===== src/rtl/alu64_seq_ctrl.sv =====
// alu64_seq_ctrl: command sequencer around a 64-bit ALU datapath.
// One command is accepted at a time through start/busy/done. Single-pass ops
// (AND/OR/NOR/ADD/SUB/SLT) take one ALU pass. MUL is a shift-and-add loop that
// reuses the ALU adder for WIDTH cycles.
// Ports:
//   clk, reset      : clock, asynchronous active-high reset
//   start, cmd      : command request (sampled only when not busy) and opcode
//   opa, opb        : operands, latched when start is accepted
//   busy, done      : busy in EXEC/MUL, done is a one-cycle completion pulse
//   result          : registered result, held until the next completion
//   overflow, zero  : registered flags (overflow only for ADD/SUB)
module alu64_seq_ctrl #(
  parameter int unsigned WIDTH = 64,
  parameter int unsigned CNT_W = 6
) (
  input  logic             clk,
  input  logic             reset,
  input  logic             start,
  input  logic [2:0]       cmd,
  input  logic [WIDTH-1:0] opa,
  input  logic [WIDTH-1:0] opb,
  output logic             busy,
  output logic             done,
  output logic [WIDTH-1:0] result,
  output logic             overflow,
  output logic             zero
);

  localparam logic [2:0] CmdAnd = 3'b000;
  localparam logic [2:0] CmdOr  = 3'b001;
  localparam logic [2:0] CmdAdd = 3'b010;
  localparam logic [2:0] CmdSub = 3'b011;
  localparam logic [2:0] CmdNor = 3'b100;
  localparam logic [2:0] CmdSlt = 3'b101;
  localparam logic [2:0] CmdMul = 3'b110;
  localparam logic [2:0] CmdRsv = 3'b111;

  localparam logic [CNT_W-1:0] LastIter = CNT_W'(WIDTH - 1);

  typedef enum logic [1:0] {StIdle, StExec, StMul, StDone} state_t;

  state_t           state_q;
  logic [2:0]       cmd_q;
  logic [WIDTH-1:0] opa_q;   // doubles as the multiplicand during MUL
  logic [WIDTH-1:0] opb_q;   // doubles as the multiplier during MUL
  logic [WIDTH-1:0] acc_q;
  logic [CNT_W-1:0] cnt_q;

  // ALU control lines and operands
  logic             ainvert, binvert, cin;
  logic [1:0]       alu_op;
  logic [WIDTH-1:0] alu_a, alu_b;

  always_comb begin
    ainvert = 1'b0;
    binvert = 1'b0;
    cin     = 1'b0;
    alu_op  = 2'b10;
    alu_a   = opa_q;
    alu_b   = opb_q;
    if (state_q == StMul) begin
      // Adder-only mode: acc + shifted multiplicand
      alu_a = acc_q;
      alu_b = opa_q;
    end else begin
      unique case (cmd_q)
        CmdAnd: alu_op = 2'b00;
        CmdOr:  alu_op = 2'b01;
        CmdNor: begin ainvert = 1'b1; binvert = 1'b1; alu_op = 2'b00; end
        CmdSub: begin binvert = 1'b1; cin = 1'b1; end
        CmdSlt: begin binvert = 1'b1; cin = 1'b1; alu_op = 2'b11; end
        default: alu_op = 2'b10;
      endcase
    end
  end

  // ALU datapath
  logic [WIDTH-1:0] a_eff, b_eff, alu_sum, alu_y, acc_next;
  logic             alu_ovf, alu_set;

  always_comb begin
    a_eff   = ainvert ? ~alu_a : alu_a;
    b_eff   = binvert ? ~alu_b : alu_b;
    alu_sum = a_eff + b_eff + {{(WIDTH-1){1'b0}}, cin};
    alu_ovf = (a_eff[WIDTH-1] == b_eff[WIDTH-1]) && (alu_sum[WIDTH-1] != a_eff[WIDTH-1]);
    // Signed less-than: sign of a-b corrected by overflow
    alu_set = alu_sum[WIDTH-1] ^ alu_ovf;
    unique case (alu_op)
      2'b00:   alu_y = a_eff & b_eff;
      2'b01:   alu_y = a_eff | b_eff;
      2'b10:   alu_y = alu_sum;
      default: alu_y = {{(WIDTH-1){1'b0}}, alu_set};
    endcase
    acc_next = opb_q[0] ? alu_y : acc_q;
  end

  always_ff @(posedge clk or posedge reset) begin
    if (reset) begin
      state_q  <= StIdle;
      cmd_q    <= 3'b000;
      opa_q    <= '0;
      opb_q    <= '0;
      acc_q    <= '0;
      cnt_q    <= '0;
      busy     <= 1'b0;
      done     <= 1'b0;
      result   <= '0;
      overflow <= 1'b0;
      zero     <= 1'b0;
    end else begin
      case (state_q)
        StIdle, StDone: begin
          done <= 1'b0;
          busy <= start;
          if (start) begin
            cmd_q   <= cmd;
            opa_q   <= opa;
            opb_q   <= opb;
            acc_q   <= '0;
            cnt_q   <= '0;
            state_q <= (cmd == CmdMul) ? StMul : StExec;
          end else begin
            state_q <= StIdle;
          end
        end
        StExec: begin
          if (cmd_q == CmdRsv) begin
            result   <= '0;
            overflow <= 1'b0;
            zero     <= 1'b1;
          end else begin
            result   <= alu_y;
            overflow <= ((cmd_q == CmdAdd) || (cmd_q == CmdSub)) && alu_ovf;
            zero     <= (alu_y == '0);
          end
          busy    <= 1'b0;
          done    <= 1'b1;
          state_q <= StDone;
        end
        StMul: begin
          acc_q <= acc_next;
          opa_q <= opa_q << 1;
          opb_q <= opb_q >> 1;
          cnt_q <= cnt_q + 1'b1;
          if (cnt_q == LastIter) begin
            result   <= acc_next;
            overflow <= 1'b0;
            zero     <= (acc_next == '0);
            busy     <= 1'b0;
            done     <= 1'b1;
            state_q  <= StDone;
          end
        end
        default: state_q <= StIdle;
      endcase
    end
  end

endmodule


===== config.mk =====
export PLATFORM = sky130hd
export DESIGN_NAME = alu64_seq_ctrl
export DESIGN_NICKNAME = d
export VERILOG_FILES = /design/src/rtl/alu64_seq_ctrl.sv
export SDC_FILE = /design/constraint.sdc
export NUM_CORES = 1
export LEC_CHECK = 0
export BUFFER_PORTS_ARGS = -buffer_cell sky130_fd_sc_hd__buf_2
export CAP_MARGIN = 20
export CORE_MARGIN = 2
export CORE_UTILIZATION = 55
export DETAILED_ROUTE_END_ITERATION = 8
export PLACE_DENSITY_LB_ADDON = 0.05
export SYNTH_ARGS = -nofsm -noshare
export SYNTH_HDL_FRONTEND = slang
export SYNTH_SLANG_ARGS = --single-unit

===== constraint.sdc =====
create_clock -name clk -period 18.6 [get_ports clk]
set_clock_uncertainty 0.15 [all_clocks]
set_input_delay 3.72 -clock clk [delete_from_list [all_inputs] [get_ports clk]]
set_output_delay 3.72 -clock clk [all_outputs]
set_load 0.005 [all_outputs]

## Yosys cells after proc, flatten, opt, wreduce, memory -nomap -nowiden

Cells that the tools add are included.

- Input port bits: 134
- Memories: 0
- Flip-flop bits (word level): 271
- Output and inout port bits: 68
- Bits in latches: 0
- ROM bits: 0
- RAM bits: 0

- Reduce and logical (&&, ||, !) cells: 17
- Multiplexer cells: 38
- Bitwise logic cells: 5
- Shift-type cells: 0
- Multiply operators: 0
- Divide/modulo/power cells: 0
- Eq/ne operators: 17
- $lt $le $gt $ge: 0
- Add/subtract/negate cells: 3

Operator list:

| operator | number |
|---|---|
| 64-bit 2-to-1 mux | 10 |
| 64-bit one-hot mux with 2 select lines | 4 |
| 64-bit one-hot mux with 3 select lines | 1 |
| 64-bit logical NOT | 2 |
| 64-bit inverter | 2 |
| 64-bit by 1-bit adder with 64-bit output | 1 |
| 64-bit adder | 1 |
| 64-bit bitwise AND | 1 |
| 64-bit OR | 1 |
| 3-bit == test (second input constant) | 4 |
| 2-bit one-hot mux with 3 select lines | 2 |
| 6-bit one-hot mux with 2 select lines | 1 |
| 1-bit 2-to-1 mux | 11 |
| 2-bit 2-to-1 mux | 4 |
| 6-bit by 1-bit adder with 6-bit output (second input constant) | 1 |
| 2-bit == test (second input constant) | 3 |
| 3-bit by 2-bit == test with 1-bit output (second input constant) | 2 |
| 6-bit == test (second input constant) | 1 |
| 6-bit 2-to-1 mux | 1 |
| 1-bit one-hot mux with 3 select lines | 2 |
| 2-bit AND reduction | 3 |
| 2-bit OR reduction | 3 |
| 2-bit by 1-bit == test with 1-bit output (second input constant) | 2 |
| 2-bit logical NOT | 2 |
| 12 further kinds | 15 |

## Longest topological paths before layout

- Depth after elaboration: 15
- Gate-level depth with buffers: 24

## Worst setup path before layout

OpenSTA, ideal clock, no wires.

- Path type: flip-flop to flip-flop
- From: register state_q[0]
- To: register zero
- Path buffers: 3
- Stages on the path, launching flop included: 25
- Required time: 18.355 ns
- Arrival time: 5.708 ns
- Setup slack: 12.646 ns
- Cells stage by stage: dfrtp_1 > inv_1 > ha_1 > buf_2 > nor2_1 > and3_1 > clkbuf_1 > nor2_1 > clkbuf_1 > xor2_1 > fa_1 > inv_1 > fa_1 > nand2b_1 > a21oi_2 > o211ai_2 > a2111o_1 > nand3_2 > o211ai_1 > mux2_1 > a211oi_1 > nand4_1 > nor4_2 > a41oi_1 > o31ai_1

- Cells in the longest elaborated chain, start to end: 14

RTL lines:

| element | RTL line | source |
|---|---|---|
| from (decl) | 42 | `state_t state_q;` |
| from (signal assigned) | 99 | `state_q <= StIdle;` |
| from (signal assigned) | 121 | `state_q <= (cmd == CmdMul) ? StMul : StExec;` |
| from (signal assigned) | 123 | `state_q <= StIdle;` |
| 2-bit == test | 61, 111 |  |
| 64-bit 2-to-1 mux | 61 | `if (state_q == StMul) begin` |
| 64-bit inverter, on equally long branches | 82, 83 |  |
| 64-bit 2-to-1 mux, on equally long branches | 82, 83 |  |
| 64-bit adder | 84 | `alu_sum = a_eff + b_eff + {{(WIDTH-1){1'b0}}, cin};` |
| 64-bit by 1-bit adder with 64-bit output | 84 |  |
| 1-bit inequality test | 85 | `alu_ovf = (a_eff[WIDTH-1] == b_eff[WIDTH-1]) && (alu_sum[WIDTH-1] != a_eff[WIDTH-1]);` |
| 1-bit logical AND | 85 |  |
| 1-bit bitwise XOR | 87 | `alu_set = alu_sum[WIDTH-1] ^ alu_ovf;` |
| 64-bit one-hot mux with 3 select lines | 88 | `unique case (alu_op)` |
| 64-bit 2-to-1 mux | 94 | `acc_next = opb_q[0] ? alu_y : acc_q;` |
| 64-bit logical NOT | 148 | `zero <= (acc_next == '0);` |
| 1-bit 2-to-1 mux | 145 | `if (cnt_q == LastIter) begin` |
| 1-bit one-hot mux with 2 select lines | 111 | `case (state_q)` |
| to (signal assigned) | 134 | `zero <= (alu_y == '0);` |
| to (signal assigned) | 148 |  |
| to (decl) | 26 | `output logic zero` |

Parallel ways exist; a longest one is shown, timed or not. The select of a mux whose other input is x is not followed.
A chain may end at the register's enable or synchronous reset.

## Final worst setup path

Same ends and word-level chain as after synthesis.

==> metrics.md <==
| Metric | Value |
|---|---|
| Status | completed |
| CP startpoint kind | flip-flop |
| Cts hold-fix bufs | 0 |
| Finished Cell Area | 0.02514 sq mm |
| DRC viols | 0 |
| Slew margin rel. | 5.417% |
| CP Cell Sequence | inv_1 > ha_4 > nor2_4 > and3_4 > nor2_4 > buf_4 > buf_4 > xor2_1 > ha_1 > a211oi_1 > o21ai_0 > o31ai_1 > a31oi_1 > nor2_1 > or3_1 > nor2_1 > nand4_1 > nor4_2 > a41oi_1 > o31ai_1 |
| CTS max path bufs | 3 |
| Delay-heaviest family, CP | simple AND/OR/NAND/NOR gates |
| Post-place setup slack | 11.01 ns |
| CP Class | reg -> reg |
| GRT Overall Usage | 35.77% |
| Routed vias/inst | 6.290 |
| Yosys warns | 0 |
| Clock transition at path regs | 0.07 ns |
| Cells on worst reg2reg path | 20 |
| Synth Area in Adders | 7.358% |
| Initial cell density of the core | 55.76% |
| Avg Inst Size Synth | 8.150 sq um |
| Yosys top cell by area | dfrtp_1 |
| Final GP Congestion | 1.031 |
| CP max FO | 59 |
| TritonCTS clock tree | yes |
| First-pass GRT wire length | 122.4 mm |
| Die Wd | 207.7 um |
| Post-layout min period | 7.837 ns |
| Synthesized flop and latch total | 271 |
| CP peak stage delay | 0.84 ns |
| Largest net degree at the start of global routing | 100 |
| Worst-Margin Slew | 1.406 ns |
| Sequential share of the synthesized area | 29.72% |
| PnR worst setup slack | 10.76 ns |
| Achievable frequency | 0.1276 GHz |
| FF+latch area | 0.006785 sq mm |
| Site row count | 74 |
| Most frequent cell after synthesis | nand2_1 |
| Cts bufs inserted | 31 |
| Final hold slack | 0.3244 ns |
| Final Setup Violations | 0 |
| Post-synth top flop | dfrtp_1 |
| Setup_tns | 0 ns |
| Worst reg2reg path endpoint | zero |
| Hold path start | result[44] |
| DP Wirelength | 59.42 mm |
| CTS Sinks | 271 |
| Nets | 3149 |
| Synth top cells by count | nand2_1 (371), o21ai_0 (325), mux2i_1 (274), dfrtp_1 (271), nor2_1 (193) |
| Vias in the first global route | 20694 |
| Antenna violations before repair | 2 |
| Post-Synth Simple-Gate Area | 15.68% |
| Port buffer count | 201 |
| Multi-input logic area | 0.01474 sq mm |
| Grt ovf | 0 |
| Post-CTS setup repair buffer count | 0 |
| Remaining antenna violation count | 0 |
| Synthesized net count | 3067 |
| Number of gates resized after CTS | 0 |
| Register-to-register setup slack | 10.76 ns |
| Synth top area share | 29.72% |
| Die height | 207.7 um |
| Post-Synthesis Cells | 2800 |
| Number of diodes | 0 |
| Complex-gate fraction of the synthesized area | 22.42% |
| Initial DRC Count | 2210 |
| Fill cell count | 3659 |
| Asr flop ratio synth | 100.0% |
| Fin. Hold Viols | 0 |
| Netlist cell types | 104 |
| Layout area overhead | 10.14% |
| DIE AREA | 0.04314 sq mm |
| # H-tree levels | 1 |
| Vias | 21625 |
| Req. time, crit path | 18.96 ns |
| WP depth | 20 |
| Mux contribution to synthesized area | 12.81% |
| Post-Synth XOR/XNOR Area | 6.026% |
| Synth top area cells | dfrtp_1 (30%), mux2i_1 (12%), ha_1 (7.2%), o21ai_0 (7.1%), nand2_1 (6.1%) |
| Bufs and invs on worst path | 3 |
| Reg-to-Reg Start | state_q[0] |
| Max-capacitance violation count | 0 |
| Hold Path Sink | result[44] |
| Largest family of logic cells by synthesized area | compound AO/OA/AOI/OAI gates |
| Period utilisation layout | 42.14% |
| CTS root buf | clkbuf_16 |
| Number of detailed-route iterations in the first pass | 6 |
| Max Slew Vio Count | 0 |
| Post-Place Cell Area | 0.02407 sq mm |
| Clk_lat worst skew | 0.62 ns |
| Hold path depth | 2 |
| Core area | 0.04092 sq mm |
| Synth Cell Area | 0.02282 sq mm |
| Wire per inst | 22.88 um |
| Total Routed Length | 78.66 mm |
| RSZ-0062 raised after global routing | no |
| Hold Crit Class | reg -> reg |
| Crit path DAT | 8.20 ns |
| Post-synth EDFFs | 0 |
| Critical Path Sink Type | flip-flop |
| Share of layout cells above drive strength 1 | 12.77% |
| IO Count | 202 |
| Slowest stage cell on the critical path | a31oi_1 |
[how the worst max path moves through the flow]
| stage | slack [ns] | to | start |
|---|---|---|---|
| floorplan | 7.26 | acc_q[0] | reset |
| global placement | 11.02 | zero | state_q[0] |
| detailed placement | 11.01 | zero | state_q[0] |
| CTS | 10.93 | zero | state_q[0] |
| global route | 10.36 | zero | state_q[0] |
| finish | 10.76 | zero | state_q[0] |
[placed cells by master (no fill, tap or decap), types with 9 or more instances in the layout]
cell and count:
nor2_1 190, nand2_1 371, ha_1 130, mux2i_1 274, nand2b_1 10, nand3_1 23, nor3_1 30, buf_2 201
o31ai_1 14, o21ai_0 325, o211ai_1 9, nand4_1 34, a21oi_1 174, a21o_1 24, or4_1 11, mux2_2 14
o21ai_1 22, dfrtp_1 270, inv_1 159, clkbuf_16 31, and2_1 10, a31oi_1 19, a211oi_1 20, a221oi_1 13
and4_1 9, and3_1 13, a22o_1 37, nor4_1 21, o21a_1 11, o22ai_1 12, xnor2_1 80, or3_1 18
buf_4 34, a22oi_1 28, xor2_1 77
[flip-flops by register name, summed over array words and instances (netlist names), 2 cells and up]
name and count:
opb_q 64, state_q 2, cnt_q 6, result 64, cmd_q 3, acc_q 64
opa_q 64
[through the flow]
stage | cells | utilization [%]
detailed placement | 3381 | 58.81
CTS | 3438 | 61.42
finish | 3438 | 61.42
floorplan | 2800 | -
global placement | 3381 | 58.81
global route | 3438 | 61.42
[worst min-delay path: stages, from the launching register on]
cell and delay, ns:
dfrtp_1 0.33, nand2_1 0.05, o21ai_0 0.06
[cells by family (layout without fill, tap and decap cells)]
family                     Yosys count  after routing
and+or+nand+nor                    788            788
buffers and inverters              347            453
muxes                              290            290
DFF                                271            271
AOI/OAI and AO/OA                  814            814
adders and majority gates          133            133
xor gates and xnor gates           157            157
[layer usage]
layer	part of all wire [%]	global-route usage [%]
met1	43	49.83
met2	45	56.94
met3	8.2	5.053
met4	3.8	12.64
met5	0	0
[layout make-up]
class | instances | share of cell area [%]
clock inverters | 16 | 0.7716
multi-input cells | 2182 | 58.66
clock buffers | 41 | 3.475
well taps | 532 | 2.648
repair buffers | 235 | 5.018
flip-flops and latches | 271 | 26.99
inverters | 161 | 2.434
Power is left out: the tool's default activity adds up to more than one toggle a clock period on the data nets, which glitch-free logic cannot reach.
